**src/rtl/score_display_sequencer.sv**
```systemverilog
// score_display_sequencer: rotates BCD player scores onto a two-digit display with a blank gap between players.
// Build option: define LEADING_ZERO_BLANK_EN to blank a zero tens digit while a score is shown.
module score_display_sequencer #(
  parameter int NUM_PLAYERS = 2,
  parameter int DWELL_MS    = 3000,
  parameter int BLANK_MS    = 200
) (
  input  logic                     clk_1khz,
  input  logic                     rst_i,
  input  logic [8*NUM_PLAYERS-1:0] scores_i,
  input  logic                     hold_i,
  input  logic                     next_i,
  output logic [3:0]               tens_o,
  output logic [3:0]               ones_o,
  output logic [2:0]               player_o,
  output logic                     blank_o
);
  localparam int MAXC = (DWELL_MS > BLANK_MS) ? DWELL_MS : BLANK_MS;
  localparam int CW = $clog2(MAXC + 1);
  localparam logic [CW-1:0] DW_LAST = CW'(DWELL_MS - 1);
  localparam logic [CW-1:0] BL_LAST = CW'(BLANK_MS - 1);
  localparam logic [2:0] LAST = 3'(NUM_PLAYERS - 1);
  localparam bit HAS_GAP = BLANK_MS > 0;
`ifdef LEADING_ZERO_BLANK_EN
  localparam bit LZB = 1'b1;
`else
  localparam bit LZB = 1'b0;
`endif
  typedef enum logic {SHOW, GAP} state_t;
  state_t state_q, state_d;
  logic [CW-1:0] cnt_q, cnt_d;
  logic [2:0] plr_q, plr_d, nxt_plr;
  logic [3:0] tens_q, tens_d, ones_q, ones_d;
  logic [2:0] player_q;
  logic blank_q, blank_d;
  logic [7:0] sel;
  logic show_done, gap_done;
  always_ff @(posedge clk_1khz) begin
    if (rst_i) begin
      state_q  <= SHOW;
      cnt_q    <= '0;
      plr_q    <= '0;
      tens_q   <= 4'hF;
      ones_q   <= 4'hF;
      blank_q  <= 1'b1;
      player_q <= '0;
    end else begin
      state_q  <= state_d;
      cnt_q    <= cnt_d;
      plr_q    <= plr_d;
      tens_q   <= tens_d;
      ones_q   <= ones_d;
      blank_q  <= blank_d;
      player_q <= plr_q;
    end
  end
  always_comb begin
    nxt_plr   = (plr_q == LAST) ? 3'd0 : plr_q + 3'd1;
    show_done = next_i | (~hold_i & (cnt_q == DW_LAST));
    gap_done  = next_i | (cnt_q == BL_LAST);
    state_d   = state_q;
    cnt_d     = cnt_q;
    plr_d     = plr_q;
    if (state_q == SHOW) begin
      if (show_done) begin
        state_d = HAS_GAP ? GAP : SHOW;
        plr_d   = HAS_GAP ? plr_q : nxt_plr;
        cnt_d   = '0;
      end else if (!hold_i) begin
        cnt_d = cnt_q + 1'b1;
      end
    end else begin
      state_d = gap_done ? SHOW : GAP;
      plr_d   = gap_done ? nxt_plr : plr_q;
      cnt_d   = gap_done ? '0 : cnt_q + 1'b1;
    end
  end
  // Digits reflect the state held during the cycle, so scores appear one edge after they are sampled.
  always_comb begin
    sel = '0;
    for (int k = 0; k < NUM_PLAYERS; k++)
      if (plr_q == 3'(k)) sel = scores_i[8*k +: 8];
    blank_d = (state_q == GAP);
    tens_d  = blank_d ? 4'hF : (sel[7:4] > 4'd9) ? 4'hE : (LZB && sel[7:4] == 4'd0) ? 4'hF : sel[7:4];
    ones_d  = blank_d ? 4'hF : (sel[3:0] > 4'd9) ? 4'hE : sel[3:0];
  end
  assign tens_o   = tens_q;
  assign ones_o   = ones_q;
  assign player_o = player_q;
  assign blank_o  = blank_q;
endmodule

```
**config.mk**
```make
export PLATFORM = sky130hd
export DESIGN_NAME = score_display_sequencer
export DESIGN_NICKNAME = d
export VERILOG_FILES = /design/src/rtl/score_display_sequencer.sv
export SDC_FILE = /design/constraint.sdc
export NUM_CORES = 1
export LEC_CHECK = 0
export BUFFER_PORTS_ARGS = -buffer_cell sky130_fd_sc_hd__buf_2
export CAP_MARGIN = 10
export CORE_UTILIZATION = 46
export CTS_CLUSTER_DIAMETER = 60
export DETAILED_ROUTE_END_ITERATION = 10
export PLACE_DENSITY = 0.73
export SETUP_SLACK_MARGIN = 0.05
export SYNTH_ARGS = -nofsm -noshare
export SYNTH_HDL_FRONTEND = slang
export SYNTH_SLANG_ARGS = --single-unit
```
**constraint.sdc**
```tcl
create_clock -name clk_1khz -period 1.96 [get_ports clk_1khz]
set_clock_uncertainty 0.2 [all_clocks]
set_input_delay 0.392 -clock clk_1khz [delete_from_list [all_inputs] [get_ports clk_1khz]]
set_output_delay 0.392 -clock clk_1khz [all_outputs]
set_load 0.01 [all_outputs]
```
==> impl_results.rst, run 1 <==
.. list-table::
   :header-rows: 1

   * - Metric
     - Value
   * - Part of the Yosys area used for sequential elements
     - 43.7%
   * - Starting Density
     - 50.0%
   * - Peak supply drop
     - 0.000759 V
   * - Depth of the worst register-to-register path
     - 7
   * - Pwr dens
     - 655 mW/mm²
   * - Max Clk Rate
     - 493 MHz
   * - Die Outline Area
     - 0.00301 mm²
   * - Most numerous cell in the Yosys netlist
     - sky130_fd_sc_hd__dfxtp_1
   * - Cell depth of the worst hold path
     - 3
   * - Die height
     - 54.8 µm
   * - CP Data Required Time
     - 2010 ps
   * - Post-layout power
     - 1.13 mW
   * - Final nets
     - 212
   * - Crit path arrival time
     - 2080 ps
   * - Share of cells above drive strength 1
     - 40.0%
   * - Final antenna diode count
     - 0
   * - Root Buffer
     - sky130_fd_sc_hd__clkbuf_4
   * - Initial drt markers
     - 10
   * - Synth Instances
     - 137
   * - Area grow syn2layout
     - 34.0%
   * - Number of H-tree levels
     - 1
   * - Clock insertion delay at the later pin of the skew report
     - 330 ps
   * - Final critical-path setup slack
     - -69.4 ps
   * - Via total after detailed routing
     - 1,190
   * - Final Hold Slack
     - 160 ps
   * - Met3 usage in global routing
     - 6.11%
   * - End of the worst register-to-register path
     - plr_q[2]
   * - Cell with the biggest individual delay on the critical path
     - sky130_fd_sc_hd__or4bb_4
   * - Final weighted congestion of routability-driven global placement
     - 0.746
   * - Cell type with the largest total area after synthesis
     - sky130_fd_sc_hd__dfxtp_1
   * - CP max stage delay
     - 480 ps
   * - Least-Margin Pin Slew
     - 425 ps
   * - Overall routing resource usage
     - 21.9%
   * - Half-perimeter wire length of the detailed placement result
     - 2.11 mm
   * - Width of the chip
     - 54.8 µm
   * - Buffers on Ports
     - 31
   * - Worst hold start
     - rst_i
   * - Final ANT Viol Nets
     - 0
   * - Post-synthesis instance area
     - 0.00128 mm²
   * - Total Neg Setup Slack
     - -123 ps
   * - Synthesis-stage register bit count
     - 28
   * - Crit Reg-Reg Startpoint
     - cnt_q[1]
   * - Endpoint of the worst hold-timing path
     - tens_o[0]
   * - Pre-Repair DR Iteration Count
     - 4
   * - Yosys Warn Count
     - 0
   * - Post-Syn Area per Cell
     - 9.37 µm²
   * - Most frequent cells after synthesis
     - sky130_fd_sc_hd__dfxtp_1 (28), sky130_fd_sc_hd__nor2_1 (22), sky130_fd_sc_hd__nand2_1 (14)
   * - Number of nets produced by synthesis
     - 158
   * - Critical setup path kind
     - flip-flop to flip-flop
   * - Via count of the first global-routing pass
     - 1,079
   * - Inserted Clock Buffers
     - 3
   * - Area share of the leading cell type in the synthesized netlist
     - 43.7%
   * - Final setup violation count
     - 3
   * - Final critical-path required period
     - 2030 ps
   * - Register-to-register setup slack
     - -70 ps
   * - Leakage
     - 0.707 nW
   * - Placed Cells
     - 209
   * - Final worst path period share
     - 104%
   * - RSZ-0062 raised after global routing
     - yes
   * - Outcome
     - complete, but fails checks
   * - Maxcap violations
     - 0
   * - Async set-or-reset flop fraction in the synthesized netlist
     - 0%
   * - Global routing's busiest layer
     - met2
   * - Met1 track demand over resource in global routing
     - 27.7%
   * - Number of flops mapped to enable cells by yosys
     - 0
   * - Headroom to the max-slew limit
     - 71.4%
   * - Class of the tightest hold or removal check
     - input pin to flip-flop
   * - Cells taking the most area after synthesis
     - sky130_fd_sc_hd__dfxtp_1 (44%), sky130_fd_sc_hd__nor2_1 (6.4%), sky130_fd_sc_hd__xor2_1 (5.5%), sky130_fd_sc_hd__nand2_1 (4.1%), sky130_fd_sc_hd__mux2i_1 (3.9%)
   * - Most common flop cell mapped by yosys
     - sky130_fd_sc_hd__dfxtp_1
   * - Final cell count without fillers
     - 220
   * - Sink Count
     - 28
   * - Violated checks
     - negative setup slack
   * - Number of antenna violations at the first check in global routing
     - 0
   * - Vias per cell
     - 5.41
   * - Top-level I/O count
     - 32
   * - Clock Path Buffers
     - 2
   * - Global-route wire length before repair
     - 4.62 mm
   * - GR Overflow Total
     - 0
   * - Std-Cell Rows
     - 18
   * - Filler cell count
     - 206
   * - Worst setup EP type
     - flip-flop
   * - Routing usage on met2
     - 33.9%
   * - Yosys cell types
     - 40
   * - Kind of launch point of the worst setup path
     - flip-flop
   * - Total Routed Length
     - 3.04 mm
   * - Largest net degree at the start of global routing
     - 17
   * - Core Area
     - 0.00257 mm²
   * - Critical path fanouts, max
     - 6
   * - Count of pins over their slew limit
     - 0
   * - TritonCTS clock tree
     - built
   * - Clk pin slew, worst setup/hold paths
     - 160 ps
   * - Critical-path cell list
     - ha_4, or4bb_4, nor3_4, buf_6, o211ai_1, xor2_1, nor2_1
   * - Cts hold-fix bufs
     - 0
   * - Wire length per cell after detailed routing
     - 13.8 µm
   * - Final count of hold timing violations
     - 0
   * - Residual DRC
     - 0
==> cells in the final DEF (no fill, tap or decap), drive strengths merged, types with 2 or more instances in the layout <==
| master | Yosys | final |
|---|---|---|
| clkbuf | 1 | 3 |
| dfxtp | 28 | 28 |
| nor2 | 22 | 22 |
| nand4 | 4 | 4 |
| nor4 | 2 | 2 |
| xnor2 | 3 | 3 |
| mux2 | 4 | 4 |
| nor2b | 4 | 4 |
| inv | 3 | 3 |
| o311ai | 4 | 4 |
| and4 | 2 | 2 |
| xor2 | 8 | 8 |
| buf | 3 | 52 |
| nand2 | 14 | 14 |
| o21ai | 4 | 4 |
| o31ai | 2 | 2 |
| a2111o | 1 | 2 |
| nor3 | 4 | 4 |
| a21boi | 2 | 2 |
| or4bb | 2 | 2 |
| mux2i | 5 | 5 |
| a21oi | 2 | 2 |
==> per-stage QoR <==
stage                     instance area (µm²)  worst slack [ps]  utilization [%]
after CTS                                1660             -22.2             64.6
final                                    1720             -69.4             67.0
after global placement                   1570              49.3             61.3
after detailed placement                 1570             -24.5             61.3
after floorplan                          1290              70.9                -
after global routing                     1720              -132             67.0
==> worst max-delay path by stage <==
stage	from	cells past startpoint	slack, ps	end
floorplan	cnt_q[0]	6	70	plr_q[1]
global placement	cnt_q[1]	5	50	cnt_q[6]
detailed placement	cnt_q[1]	5	-20	cnt_q[5]
CTS	cnt_q[1]	6	-20	plr_q[1]
global route	cnt_q[1]	7	-130	plr_q[2]
finish	cnt_q[1]	7	-70	plr_q[2]
==> critical path, delay by kind of cell, from the launching register on <==
family	cells	cell delay (ps)
buf+inv	1	170
xor+xnor	1	190
compound gates	1	120
flops	1	380
simple gates	3	780
fa+ha+maj	1	130
==> cells by family (layout without fill, tap and decap cells) <==
logic type,count (synthesis),count (layout),synth area share [%]
compound gates,18,19,10.3
mux,9,9,7.41
simple gates,63,63,27.6
xor+xnor,11,11,7.51
fa+ha+maj,1,1,0.975
flops,28,28,43.7
buf+inv,7,59,2.53
==> per-layer routing <==
layer	vias to the layer above	routed length (µm)
li1	594	-
met1	562	1350
met2	30	1560
met3	4	100
met4	0	36
met5	-	0
==> power breakdown <==
group          switching (mW)  leakage (nW)  internal, mW  total, mW
sequential            0.00960         0.229         0.590      0.600
combinational          0.0746         0.450        0.0741      0.149
clock                   0.171        0.0279         0.207      0.378
==> layout make-up <==
| type | count | area [µm²] | area share (%) |
|---|---|---|---|
| repair buffers | 52 | 317 | 18.4 |
| well taps | 30 | 37.5 | 2.18 |
| clock inverters | 1 | 30.0 | 1.75 |
| clock buffers | 3 | 22.5 | 1.31 |
| inverters | 3 | 11.3 | 0.655 |
| multi-input cells | 103 | 739 | 43.0 |
| flip-flops and latches | 28 | 563 | 32.7 |
==> state kept, by name, summed over array words and instances, names as in the netlist <==
| register | flops |
|---|---|
| blank_d | 1 |
| player_o | 3 |
| blank_o | 1 |
| cnt_q | 12 |
| tens_o | 4 |
| plr_q | 3 |
| ones_o | 4 |
==> what timing repair did <==
item / in CTS / in global routing
gates cloned: 1 / 0
setup buffers: 3 / 3
resized for setup: 0 / 7
pin swaps: 6 / 12
setup endpoints to repair: 15 / 15
(Power assumes the default switching activity.)
==> run 2: changes to the inputs <==
Settings changed: CORE_UTILIZATION 46 to 30, PLACE_DENSITY 0.73 to default.
==> impl_results.rst, run 2 (synthesis gave the netlist of run 1 again) <==
.. list-table::
   :header-rows: 1

   * - Metric
     - Value
   * - Outcome
     - complete, but fails checks
   * - Violated checks
     - negative setup slack
   * - Pwr dens
     - 703 mW/mm² (+7.4%)
   * - Inserted Clock Buffers
     - 3 (unchanged)
   * - Cell with the biggest individual delay on the critical path
     - sky130_fd_sc_hd__or4bb_4
   * - Number of H-tree levels
     - 1 (unchanged)
   * - Sink Count
     - 28 (unchanged)
   * - Cell area after layout
     - 0.00169 mm² (-1.5%)
   * - Clk pin slew, worst setup/hold paths
     - 90 ps (-70 ps)
   * - Via total after detailed routing
     - 1,082 (-9.1%)
   * - Kind of launch point of the worst setup path
     - flip-flop
   * - Top library cells by usage in the layout, fill and taps aside
     - sky130_fd_sc_hd__buf_2 (31), sky130_fd_sc_hd__dfxtp_1 (26), sky130_fd_sc_hd__nor2_1 (20), sky130_fd_sc_hd__buf_4 (15), sky130_fd_sc_hd__nand2_1 (14)
   * - Final nets
     - 206 (-2.8%)
   * - Clock Path Buffers
     - 2 (unchanged)
   * - Via count of the first global-routing pass
     - 898 (-17%)
   * - Initial drt markers
     - 32 (+22)
   * - Register with the most flip-flops
     - cnt_q
   * - Placed cell areas
     - 0.00162 mm² (+2.9%)
   * - Max Clk Rate
     - 510 MHz (+3.4%)
   * - Critical path fanouts, max
     - 6 (unchanged)
   * - Crit path arrival time
     - 1990 ps (-90 ps)
   * - Critical setup path kind
     - flip-flop to flip-flop
   * - Half-perimeter wire length of the detailed placement result
     - 2.02 mm (-4.6%)
   * - Filler cell count
     - 405 (+97%)
   * - Maxcap violations
     - 0 (unchanged)
   * - Die height
     - 67.4 µm (+23%)
   * - Starting Density
     - 31.6% (-18 points)
   * - Worst setup EP type
     - flip-flop
   * - Number of flip-flops under the largest register name
     - 12 (unchanged)
   * - CP max stage delay
     - 480 ps (about the same)
   * - FF+latch area
     - 563 µm² (unchanged)
   * - RSZ-0062 raised after global routing
     - yes
   * - Final critical-path required period
     - 1960 ps (-67.5 ps)
   * - Final worst path period share
     - 100% (-3.4 points)
   * - Headroom to the max-slew limit
     - 76.0% (+4.6 points)
   * - Final critical-path setup slack
     - -1.99 ps (+67.5 ps)
   * - Setup Buffers After CTS
     - 0 (-3)
   * - Die Outline Area
     - 0.00454 mm² (+51%)
   * - Count of pins over their slew limit
     - 0 (unchanged)
   * - TritonCTS clock tree
     - built
   * - Share of cells above drive strength 1
     - 37.5% (-2.5 points)
   * - Cts hold-fix bufs
     - 0 (unchanged)
   * - Core Area
     - 0.00406 mm² (+58%)
   * - Pre-Repair DR Iteration Count
     - 4 (unchanged)
   * - Final antenna diode count
     - 0 (unchanged)
   * - Final Hold Slack
     - 161 ps (+0.834 ps)
   * - Top-level I/O count
     - 32 (unchanged)
   * - Clock insertion delay at the later pin of the skew report
     - 270 ps (-60 ps)
   * - Root Buffer
     - sky130_fd_sc_hd__clkbuf_8
   * - Final weighted congestion of routability-driven global placement
     - 0.753 (+0.90%)
   * - Total Neg Setup Slack
     - -1.99 ps (+121 ps)
   * - Final ANT Viol Nets
     - 0 (unchanged)
   * - Multi-input gate area in the final layout
     - 698 µm² (-5.6%)
   * - Most common cell after layout, fill and taps aside
     - sky130_fd_sc_hd__buf_2
   * - Global-route wire length before repair
     - 4.04 mm (-13%)
   * - Final setup violation count
     - 1 (-2)
   * - Least-Margin Pin Slew
     - 356 ps (-69.0 ps)
   * - Buffers & Inverters on Critical Path
     - 0 (-1)
   * - Std-Cell Rows
     - 23 (+5)
   * - Area grow syn2layout
     - 32.0%
   * - Total Routed Length
     - 2.52 mm (-17%)
   * - Wire length per cell after detailed routing
     - 10.8 µm (-22%)
   * - CP Data Required Time
     - 1990 ps (-20 ps)
   * - Largest net degree at the start of global routing
     - 17 (unchanged)
   * - Width of the chip
     - 67.4 µm (+23%)
   * - GR Overflow Total
     - 0 (unchanged)
   * - Buffers on Ports
     - 31 (unchanged)
   * - Final count of hold timing violations
     - 0 (unchanged)
   * - Leakage
     - 0.689 nW (-2.6%)
   * - Family of cells with the greatest summed delay on the critical path
     - simple AND/OR/NAND/NOR gates
   * - Residual DRC
     - 0 (unchanged)
   * - Overall routing resource usage
     - 11.9% (-10 points)
   * - Peak supply drop
     - 0.000243 V (-68%)
   * - Vias per cell
     - 4.62 (-15%)
   * - Number of antenna violations at the first check in global routing
     - 0 (unchanged)
   * - Class of the tightest hold or removal check
     - input pin to flip-flop
   * - Critical-path cell list
     - ha_2, or4bb_4, nor3_4, o21ai_2, nor4b_2, a21o_1
-- run 2: through the flow --
step / instances / worst slack (ps) / total power, mW / utilization (%)
after floorplan: 137 / 70.9 / 0.688 / -
after global placement: 230 / 62.8 / 0.753 / 39.9
after global routing: 234 / -102 / 1.25 / 41.8
after detailed placement: 230 / 30.6 / 0.754 / 39.9
after CTS: 234 / 18.2 / 1.21 / 41.6
final: 234 / -1.99 / 1.19 / 41.8
-- run 2: worst paths after layout --
path / start / end / slack (ps) / cells past startpoint
setup reg to reg: cnt_q[1] / plr_q[1] / -2 / 6
hold reg to reg: plr_q[2] / player_o[2] / 330 / 1
hold / removal: rst_i / cnt_q[1] / 160 / 2
setup / recovery: cnt_q[1] / plr_q[1] / -2 / 6
-- run 2: layer usage --
layer  vias to the layer above  routed length, µm  global-route usage, %
met5                         -                  0                      0
met4                         0                 43                   5.59
met2                        13               1210                   18.5
met3                         4                 48                   2.03
met1                       481               1230                   16.0
li1                        584                  -                      -
-- run 2: worst register-to-register path, delay by kind of cell, from the launching register on --
kind | cells | cell delay (ps)
fa+ha+maj | 1 | 170
simple gates | 3 | 1000
flops | 1 | 340
compound gates | 2 | 200
-- run 2: power by group --
group	total, mW	internal, mW	switching (mW)
logic	0.142	0.0732	0.0688
clock network	0.451	0.273	0.178
registers	0.598	0.590	0.00850
-- run 2: cell type report --
cell class,count,share of cell area (%)
timing repair buffer,47,17.0
tap,50,3.69
inverter,3,0.665
clock buffer,3,2.44
multi-input combinational,102,41.2
sequential,28,33.2
clock inverter,1,1.77
-- run 2: what timing repair did --
item                                    CTS  global route
endpoints found under the hold margin     0             0
gates resized for setup                   0             2
endpoints found under the setup margin   13            15
pin swaps                                 0             2
==> run 3: changes to the inputs <==
Settings changed: ABC_AREA from default to 1, SETUP_SLACK_MARGIN 0.05 to 0.02.
Clock period 1.96 ns to 1.85 ns, I/O delays scaled along.
==> impl_results.rst, run 3 <==
.. list-table::
   :header-rows: 1

   * - Metric
     - Value
   * - Outcome
     - finished clean
   * - Most common flop cell mapped by yosys
     - sky130_fd_sc_hd__dfxtp_1
   * - Global-route wire length before repair
     - 5.18 mm (+28%)
   * - Buffers on Ports
     - 31 (unchanged)
   * - Share of cells above drive strength 1
     - 27.4% (-10 points)
   * - Std-Cell Rows
     - 24 (+4.3%)
   * - Critical path fanouts, max
     - 9 (+3)
   * - Class of the tightest hold or removal check
     - input pin to flip-flop
   * - Width of the chip
     - 70.7 µm (+4.9%)
   * - Clock insertion delay at the later pin of the skew report
     - 280 ps (about the same)
   * - Pwr dens
     - 751 mW/mm² (+6.8%)
   * - Least-Margin Pin Slew
     - 442 ps (+85.4 ps)
   * - Top-level I/O count
     - 32 (unchanged)
   * - Final ANT Viol Nets
     - 0 (unchanged)
   * - Async set-or-reset flop fraction in the synthesized netlist
     - 0% (unchanged)
   * - Number of H-tree levels
     - 1 (unchanged)
   * - Max Clk Rate
     - 613 MHz (+20%)
   * - Most frequent cells after synthesis
     - sky130_fd_sc_hd__nand2_1 (44), sky130_fd_sc_hd__dfxtp_1 (28), sky130_fd_sc_hd__inv_1 (28)
   * - Synthesis-stage register bit count
     - 28 (unchanged)
   * - Cell area after layout
     - 0.00171 mm² (+1.1%)
   * - Inserted Clock Buffers
     - 3 (unchanged)
   * - Overall routing resource usage
     - 13.4% (+1.4 points)
   * - Maxcap violations
     - 0 (unchanged)
   * - Die height
     - 70.7 µm (+4.9%)
   * - Clk pin slew, worst setup/hold paths
     - 100 ps (about the same)
   * - Crit path arrival time
     - 1600 ps (-390 ps)
   * - Number of flip-flops under the largest register name
     - 12 (unchanged)
   * - Post-synthesis instance area
     - 0.00142 mm² (+10%)
   * - Part of the Yosys area used for sequential elements
     - 39.6% (-4.1 points)
   * - Largest net degree at the start of global routing
     - 17 (unchanged)
   * - Crit Reg-Reg Startpoint
     - cnt_q[0]
   * - Via count of the first global-routing pass
     - 1,189 (+32%)
   * - Final worst path period share
     - 88.2% (-12 points)
   * - Final setup violation count
     - 0 (-1)
   * - Number of antenna violations at the first check in global routing
     - 0 (unchanged)
   * - Final cell count without fillers
     - 278 (+19%)
   * - Die Outline Area
     - 0.00500 mm² (+10%)
   * - Total Routed Length
     - 3.02 mm (+20%)
   * - Adder-Cell Fraction of Synth Area
     - 0.883% (-0.091 points)
   * - Register-to-register setup slack
     - 220 ps (+220 ps)
   * - Wire length per cell after detailed routing
     - 10.9 µm (+0.65%)
   * - Peak supply drop
     - 0.000352 V (+45%)
   * - Number of nets produced by synthesis
     - 212 (+34%)
   * - Most numerous cell in the Yosys netlist
     - sky130_fd_sc_hd__nand2_1
   * - Most common cell after layout, fill and taps aside
     - sky130_fd_sc_hd__nand2_1
   * - Worst setup slack after placement
     - 196 ps (+165 ps)
   * - Initial drt markers
     - 37 (+16%)
   * - Residual DRC
     - 0 (unchanged)
   * - Count of pins over their slew limit
     - 0 (unchanged)
   * - Parity-gate share of the synthesized area counting xor and xnor cells
     - 1.24% (-6.3 points)
   * - Number of flops mapped to enable cells by yosys
     - 0 (unchanged)
   * - Register with the most flip-flops
     - cnt_q
   * - Final nets
     - 248 (+20%)
   * - Final weighted congestion of routability-driven global placement
     - 0.781 (+3.7%)
   * - Half-perimeter wire length of the detailed placement result
     - 2.43 mm (+21%)
   * - Final count of hold timing violations
     - 0 (unchanged)
   * - Area grow syn2layout
     - 20.9%
   * - Starting Density
     - 31.9% (+0.23 points)
   * - Mux share of post-synthesis cell area
     - 0% (-7.4 points)
   * - Share of the synthesized area in compound gates (AO/OA/AOI/OAI)
     - 10.9% (+0.53 points)
   * - Kind of launch point of the worst setup path
     - flip-flop
   * - Total Neg Setup Slack
     - 0 ps (+1.99 ps)
   * - Filler cell count
     - 484 (+20%)
   * - Via total after detailed routing
     - 1,260 (+16%)
   * - Final critical-path setup slack
     - 218 ps (+220 ps)
   * - Final critical-path required period
     - 1630 ps (-330 ps)
   * - Worst hold start
     - scores_i[7]
   * - Fraction of the core area covered by cells at the end of the flow
     - 38.5% (-3.2 points)
   * - Final antenna diode count
     - 0 (unchanged)
   * - Area share of the leading cell type in the synthesized netlist
     - 39.6% (-4.1 points)
   * - TritonCTS clock tree
     - built
   * - Leakage
     - 0.771 nW (+12%)
   * - Sink Count
     - 28 (unchanged)
   * - Cts hold-fix bufs
     - 0 (unchanged)
   * - CP Data Required Time
     - 1820 ps (-170 ps)
   * - Cells taking the most area after synthesis
     - sky130_fd_sc_hd__dfxtp_1 (40%), sky130_fd_sc_hd__nand2_1 (12%), sky130_fd_sc_hd__inv_1 (7.4%), sky130_fd_sc_hd__nand3_1 (4.6%), sky130_fd_sc_hd__nor2_1 (4.2%)
   * - Pre-Repair DR Iteration Count
     - 4 (unchanged)
   * - Cell type with the largest total area after synthesis
     - sky130_fd_sc_hd__dfxtp_1
   * - Placed cell areas
     - 0.00164 mm² (+1.3%)
   * - Placed Cells
     - 274 (+19%)
   * - Vias per cell
     - 4.53 (-2.0%)
   * - Critical path startpoint
     - cnt_q[0]
   * - RSZ-0062 raised after global routing
     - no
   * - Root Buffer
     - sky130_fd_sc_hd__clkbuf_8
   * - Yosys cell types
     - 31 (-23%)
   * - Yosys Warn Count
     - 0 (unchanged)
   * - Clock Path Buffers
     - 2 (unchanged)
   * - GR Overflow Total
     - 0 (unchanged)
   * - Critical setup path kind
     - flip-flop to flip-flop
   * - Top library cells by usage in the layout, fill and taps aside
     - sky130_fd_sc_hd__nand2_1 (44), sky130_fd_sc_hd__buf_2 (31), sky130_fd_sc_hd__inv_1 (28), sky130_fd_sc_hd__dfxtp_1 (28), sky130_fd_sc_hd__nor2_1 (16)
   * - Core Area
     - 0.00444 mm² (+9.5%)
   * - Simple-gate share of the synthesized area
     - 37.5% (+10 points)
   * - Combinational family with the most area after synthesis
     - simple AND/OR/NAND/NOR gates
   * - Post-Syn Area per Cell
     - 7.42 µm² (-21%)
   * - Headroom to the max-slew limit
     - 70.4% (-5.6 points)
   * - Worst setup EP type
     - flip-flop
   * - Synth Instances
     - 191 (+39%)
run 3: logic make-up (layout without fill, tap and decap cells):
group                    Yosys count  count (layout)
adder cells (fa/ha/maj)            1               1
flip-flops                        28              28
AND/OR/NAND/NOR                  100             100
XOR/XNOR                           2               2
AO/OA/AOI/OAI                     25              25
buffers and inverters             35              70
run 3: where the power goes:
part	leakage (nW)	internal, mW	switching, mW
sequential	0.229	0.628	0.0140
combinational	0.507	0.0652	0.0963
clock	0.0357	0.290	0.193
total	0.771	0.983	0.303
run 3: per-stage QoR:
step	power [mW]	hold slack [ps]
2_1_floorplan	0.758	256
3_3_place_gp	0.820	284
3_5_place_dp	0.819	287
4_1_cts	1.31	120
5_1_grt	1.36	135
6_report	1.29	126
run 3: worst max-delay path: stages, from the launching register on:
cell                      delay, ps
sky130_fd_sc_hd__dfxtp_1        390
sky130_fd_sc_hd__ha_2           230
sky130_fd_sc_hd__nand3_1        100
sky130_fd_sc_hd__nor2_1         110
sky130_fd_sc_hd__nand2_1         80
sky130_fd_sc_hd__nand2_1         90
sky130_fd_sc_hd__nand2_2         80
sky130_fd_sc_hd__nand3_4        170
sky130_fd_sc_hd__nor2_1          70
run 3: worst paths after layout:
check,to,depth (start not counted)
worst min-delay path,tens_o[3],2
worst max register to register,cnt_q[9],8
worst min register to register,player_o[1],2
worst max-delay path,cnt_q[9],8
run 3: timing repair:
item | CTS | global route
setup buffers | 0 | 0
resized for setup | 0 | 1
endpoints found under the setup margin | 0 | 1
run 3: area by class of cell:
class	count	area [µm²]	share of cell area (%)
clock buffers	3	41.3	2.41
well taps	52	65.1	3.80
repair buffers	34	178	10.4
clock inverters	1	30.0	1.75
multi-input cells	128	718	41.9
flip-flops and latches	28	561	32.7
inverters	32	120	7.01
run 3: metal layers:
metal / part of all wire, % / global-route usage (%)
met1: 44 / 15.2
met4: 3.0 / 6.22
met3: 2.6 / 2.99
met2: 50 / 23.7
met5: 0 / 0
